===== config.mk =====
export PLATFORM = sky130hd
export DESIGN_NAME = reset_release_seq_flat
export DESIGN_NICKNAME = d
export VERILOG_FILES = /design/src/rtl/reset_release_seq_if.sv /design/src/rtl/reset_release_seq.sv /design/src/flat_wrapper.sv
export SDC_FILE = /design/constraint.sdc
export NUM_CORES = 1
export LEC_CHECK = 0
export CELL_PAD_IN_SITES_DETAIL_PLACEMENT = 1
export CELL_PAD_IN_SITES_GLOBAL_PLACEMENT = 2
export CORE_ASPECT_RATIO = 1.5
export CORE_UTILIZATION = 42
export DETAILED_ROUTE_END_ITERATION = 6
export PLACE_DENSITY = 0.85
export SETUP_SLACK_MARGIN = 0.3
export SKIP_LAST_GASP = 1
export SLEW_MARGIN = 10
export SYNTH_ARGS = -nofsm -noshare
export SYNTH_HDL_FRONTEND = slang
export SYNTH_SLANG_ARGS = --single-unit

===== constraint.sdc =====
create_clock -name clk -period 3.79 [get_ports clk]
set_input_delay 0.758 -clock clk [delete_from_list [all_inputs] [get_ports clk]]
set_output_delay 0.758 -clock clk [all_outputs]
set_load 0.05 [all_outputs]

===== src/rtl/reset_release_seq_if.sv =====
// Handshake bundle for reset_release_seq: reset request, per-stage ready in;
// per-stage resets and completion/timeout status out.
interface reset_release_seq_if #(
  parameter int unsigned STAGES = 4
);
  logic              ip_reset_i;
  logic [STAGES-1:0] ip_ready_i;
  logic [STAGES-1:0] op_stage_reset_o;
  logic              op_done_o;
  logic              op_timeout_o;
  logic [2:0]        op_fail_stage_o;

  // Sequencer side.
  modport slave (
    input  ip_reset_i,
    input  ip_ready_i,
    output op_stage_reset_o,
    output op_done_o,
    output op_timeout_o,
    output op_fail_stage_o
  );

  // Reset source / downstream-domain side.
  modport master (
    output ip_reset_i,
    output ip_ready_i,
    input  op_stage_reset_o,
    input  op_done_o,
    input  op_timeout_o,
    input  op_fail_stage_o
  );
endinterface


===== src/rtl/reset_release_seq.sv =====
// Staged reset-release sequencer: releases STAGES reset domains in index order,
// waiting for each stage's ready with a timeout. Optional RESET_SEQ_READY_MON_EN
// restarts the sequence when any ready drops while DONE.
module reset_release_seq #(
  parameter int unsigned STAGES      = 4,
  parameter int unsigned STAGE_DELAY = 16,
  parameter int unsigned TIMEOUT     = 1024
) (
  input  logic clk,
  input  logic ip_async_reset_i,
  reset_release_seq_if.slave rs
);

  typedef enum logic [2:0] {
    S_HOLD,
    S_DELAY,
    S_WAIT,
    S_DONE,
    S_FAIL
  } state_t;

  localparam logic [2:0] LAST_IDX = 3'(STAGES - 1);

  state_t            state, state_nxt;
  logic [2:0]        idx, idx_nxt;
  logic [31:0]       cnt, cnt_nxt;
  logic [31:0]       timer, timer_nxt;
  logic [STAGES-1:0] stage_rst, stage_rst_nxt;
  logic              done, done_nxt;
  logic              timeout, timeout_nxt;
  logic [2:0]        fail_stage, fail_stage_nxt;

  logic [STAGES-1:0] cur_mask;
  logic              ready_sel;

  // One-hot of the current stage; avoids indexing the vectors with a 3-bit idx.
  always_comb begin
    cur_mask  = '0;
    ready_sel = 1'b0;
    for (int unsigned i = 0; i < STAGES; i++) begin
      cur_mask[i] = (i[2:0] == idx);
      ready_sel   = ready_sel | (rs.ip_ready_i[i] & cur_mask[i]);
    end
  end

  always_ff @(posedge clk or posedge ip_async_reset_i) begin
    if (ip_async_reset_i) begin
      state      <= S_HOLD;
      idx        <= '0;
      cnt        <= '0;
      timer      <= '0;
      stage_rst  <= '1;
      done       <= 1'b0;
      timeout    <= 1'b0;
      fail_stage <= '0;
    end else begin
      state      <= state_nxt;
      idx        <= idx_nxt;
      cnt        <= cnt_nxt;
      timer      <= timer_nxt;
      stage_rst  <= stage_rst_nxt;
      done       <= done_nxt;
      timeout    <= timeout_nxt;
      fail_stage <= fail_stage_nxt;
    end
  end

  always_comb begin
    state_nxt      = state;
    idx_nxt        = idx;
    cnt_nxt        = cnt;
    timer_nxt      = timer;
    stage_rst_nxt  = stage_rst;
    done_nxt       = done;
    timeout_nxt    = timeout;
    fail_stage_nxt = fail_stage;

    if (rs.ip_reset_i) begin
      state_nxt      = S_HOLD;
      idx_nxt        = '0;
      cnt_nxt        = '0;
      timer_nxt      = '0;
      stage_rst_nxt  = '1;
      done_nxt       = 1'b0;
      timeout_nxt    = 1'b0;
      fail_stage_nxt = '0;
    end else begin
      case (state)
        S_HOLD: begin
          state_nxt = S_DELAY;
          idx_nxt   = '0;
          cnt_nxt   = '0;
        end

        S_DELAY: begin
          cnt_nxt = cnt + 32'd1;
          if (cnt == STAGE_DELAY - 1) begin
            stage_rst_nxt = stage_rst & ~cur_mask;
            state_nxt     = S_WAIT;
            timer_nxt     = '0;
          end
        end

        // Ready is checked before the timeout so a same-edge ack wins.
        S_WAIT: begin
          if (ready_sel) begin
            if (idx == LAST_IDX) begin
              state_nxt     = S_DONE;
              done_nxt      = 1'b1;
              stage_rst_nxt = '0;
            end else begin
              idx_nxt   = idx + 3'd1;
              cnt_nxt   = '0;
              state_nxt = S_DELAY;
            end
          end else if (timer == TIMEOUT - 1) begin
            state_nxt      = S_FAIL;
            stage_rst_nxt  = '1;
            timeout_nxt    = 1'b1;
            fail_stage_nxt = idx;
          end else begin
            timer_nxt = timer + 32'd1;
          end
        end

        S_DONE: begin
          stage_rst_nxt = '0;
          done_nxt      = 1'b1;
`ifdef RESET_SEQ_READY_MON_EN
          if (!(&rs.ip_ready_i)) begin
            stage_rst_nxt = '1;
            done_nxt      = 1'b0;
            state_nxt     = S_DELAY;
            idx_nxt       = '0;
            cnt_nxt       = '0;
          end
`endif
        end

        S_FAIL: begin
          state_nxt = S_FAIL;
        end

        default: begin
          state_nxt     = S_HOLD;
          stage_rst_nxt = '1;
          done_nxt      = 1'b0;
        end
      endcase
    end
  end

  assign rs.op_stage_reset_o = stage_rst;
  assign rs.op_done_o        = done;
  assign rs.op_timeout_o     = timeout;
  assign rs.op_fail_stage_o  = fail_stage;

endmodule


===== src/flat_wrapper.sv =====
// flat-port wrapper written by rule: the top's interface ports become plain ports
module reset_release_seq_flat 
#(
  parameter int unsigned STAGES      = 4,
  parameter int unsigned STAGE_DELAY = 16,
  parameter int unsigned TIMEOUT     = 1024
)
  (clk, ip_async_reset_i, rs_ip_reset_i, rs_ip_ready_i, rs_op_stage_reset_o, rs_op_done_o, rs_op_timeout_o, rs_op_fail_stage_o);
  reset_release_seq_if #(.STAGES(STAGES)) rs_i ();
  input  logic clk;
  input  logic ip_async_reset_i;
  input wire logic [$bits(rs_i.ip_reset_i)-1:0] rs_ip_reset_i;
  input wire logic [$bits(rs_i.ip_ready_i)-1:0] rs_ip_ready_i;
  output wire logic [$bits(rs_i.op_stage_reset_o)-1:0] rs_op_stage_reset_o;
  output wire logic [$bits(rs_i.op_done_o)-1:0] rs_op_done_o;
  output wire logic [$bits(rs_i.op_timeout_o)-1:0] rs_op_timeout_o;
  output wire logic [$bits(rs_i.op_fail_stage_o)-1:0] rs_op_fail_stage_o;
  assign rs_i.ip_reset_i = rs_ip_reset_i;
  assign rs_i.ip_ready_i = rs_ip_ready_i;
  assign rs_op_stage_reset_o = rs_i.op_stage_reset_o;
  assign rs_op_done_o = rs_i.op_done_o;
  assign rs_op_timeout_o = rs_i.op_timeout_o;
  assign rs_op_fail_stage_o = rs_i.op_fail_stage_o;
  reset_release_seq #(.STAGES(STAGES), .STAGE_DELAY(STAGE_DELAY), .TIMEOUT(TIMEOUT)) u_core (.clk(clk), .ip_async_reset_i(ip_async_reset_i), .rs(rs_i));
endmodule

==> results.tsv <==
metric	value	unit
cp-start-kind	primary input	
finalWirelength	13000	µm
ios	16	
clock_latency	340	ps
crit_type	primary input to register	
grt_antenna_before_repair	0	
holdWs	487	ps
drc	0	
maxUsedRoutingLayer	met4	
path_cells	clkdlybuf4s50_1 -> a222oi_1 -> o21ai_1 -> nor2_2 -> nand2_1 -> o41ai_1	
synth_area_leaders	dfrtp_1 (42%), nor2_1 (4.1%), xnor2_1 (4.1%), nand2_1 (3.6%), a31oi_1 (3.4%)	
fin_crit_sh	0.779	
cap_violations	0	
synth_enable_flop_cells	0	
min_path_type	register to register	
worstMarginPinSlew	853	ps
post_cts_buffers	0	
worstPathArrival	3180	ps
grt_max_degree	80	
yosysWarnings	0	
synth_nets	511	
fp.dieW	86.1	µm
root_buffer	clkbuf_16	
rows	45	
utilization	0.500	
grt-ovfl-total	0	
ys_top_cells_by_count	dfrtp_1 (75), nor2_1 (49), nand2_1 (43)	
antenna_cells	0	
vias	4034	
cp_max_fo	11	
dr_wl_met3	223	µm
dpl.hpwl	9200	µm
clock_path_buffers	2	
synthFlopType	dfrtp_1	
setup-violations-final	0	
area_growth	14.5	%
cts_resized	0	
drt_iter0_markers	108	
path_clk_slew	60	ps
period_needed	2950	ps
die_y	128	µm
postSynthAreaPerCell	8.95	µm²
leakage	0.00199	µW
max_stage_delay	610	ps
synthDominantCellAreaShare	0.422	
hold_viol	0	
io_buffers	15	
postCtsHoldBufs	0	
cp_slowest_cell	a222oi_1	
endpoint_kind	register	
rsz0062_at_grt	false	
routedWlPerCell	19.7	µm
wl_met2	7110	µm
tns	0	ps
cts_buffers	9	
finClkSkew	5.49	ps
ys_ff_latch	79	
wl_met1	5190	µm
cts_tree	yes	
yosys.area.top_type	dfrtp_1	
syn_area	0.00445	mm²
viasPerCell	6.10	
synth.most_common_cell	dfrtp_1	
synth_cell_types	56	
ir_drop	0.000259	V
cts.sinks	79	
status	finished clean	
grt.total_usage	0.263	
first_global_vias	4453	
r2r_slack	900	ps
n_fill_cell	1193	
start_util	0.437	
cp_top_family	compound AO/OA/AOI/OAI gates	
die_area	0.0110	mm²
cts_htree_levels	3	
power	2150	µW
p_per_area	421	mW/mm²
async_reset_ff_frac	1.00	
drtPass1Iterations	4	
drive_gt1_frac	0.0904	
yosysSeqAreaShare	0.445	
coreArea	0.0102	mm²
gp_congestion	0.809	
final_max_slew_viol_count	0	
synth_cells	497	
max_freq	339	MHz
relSlewSlack	0.427	
nNetsFinal	529	
crit_required	4020	ps
drtAntennaViolNets	0	
path_buf_inv	1	
grt_pass1_wl	22500	µm
-- stage by stage --
step           std cells  cell area, µm²  setup WS [ps]
6_report             661            5100            839
5_1_grt              661            5100            630
4_1_cts              661            5100            828
3_5_place_dp         645            4790            492
3_3_place_gp         645            4790            555
2_1_floorplan        497            4450           1020
-- report_power, final --
part           switching (µW)  total [µW]  internal, µW
sequential               41.8         925           884
combinational             216         325           109
clock                     365         895           530
total                     623        2150          1520
-- area by class of cell --
cell class / instances / area (µm²) / area share
clock buffers: 10 / 239 / 0.0469
clock inverters: 6 / 68.8 / 0.0135
inverters: 19 / 72.6 / 0.0142
multi-input cells: 380 / 2310 / 0.454
flip-flops and latches: 79 / 1980 / 0.389
well taps: 141 / 176 / 0.0346
repair buffers: 26 / 245 / 0.0481
-- sequential cells by signal, summed over array words and instances (netlist names) --
| signal | count |
|---|---|
| u_core.rs.op_done_o | 1 |
| u_core.rs.op_fail_stage_o | 3 |
| u_core.timer | 32 |
| u_core.idx | 3 |
| u_core.cnt | 32 |
| u_core.rs.op_timeout_o | 1 |
| u_core.state | 3 |
| u_core.rs.op_stage_reset_o | 4 |
-- per-layer routing --
metal,vias to the layer above,track usage
met2,42,0.482
met3,33,0.0335
met5,-,0
met4,0,0.137
li1,1885,-
met1,2074,0.291
-- worst paths after layout --
check                                       startpoint                     end  depth (start not counted)
worst max register to register           u_core.idx[0]        u_core.timer[28]                          7
max in group asynchronous             ip_async_reset_i          u_core.cnt[26]                          3
worst min register to register  u_core.rs.op_timeout_o  u_core.rs.op_timeout_o                          1
worst max-delay path                  rs_ip_ready_i[0]        u_core.timer[28]                          6
worst min-delay path            u_core.rs.op_timeout_o  u_core.rs.op_timeout_o                          1
min in group asynchronous             ip_async_reset_i         u_core.timer[0]                          3
-- kinds of logic after synthesis --
group / synth area share
xor gates and xnor gates: 0.0453
and+or+nand+nor: 0.259
DFF: 0.445
muxes: 0.00731
AOI/OAI and AO/OA: 0.187
adders and majority gates: 0.0197
buffers and inverters: 0.0365
-- cell usage in the layout, fill, tap and decap left out, types with 5 or more instances in the layout --
cell type and n:
nand2_1 43, buf_4 10, inv_1 18, or3_1 11, clkdlybuf4s50_1 15, a22o_1 5
nor4_1 15, dfrtp_1 75, nor3_1 20, and3_1 13, o31ai_1 5, a21o_1 7
a21oi_1 24, o21ai_0 30, ha_1 7, nor2_1 49, a31oi_1 24, clkbuf_16 9
nand4_1 17, nand3_1 25, xnor2_1 21
Power figures use the tool's default switching activity.
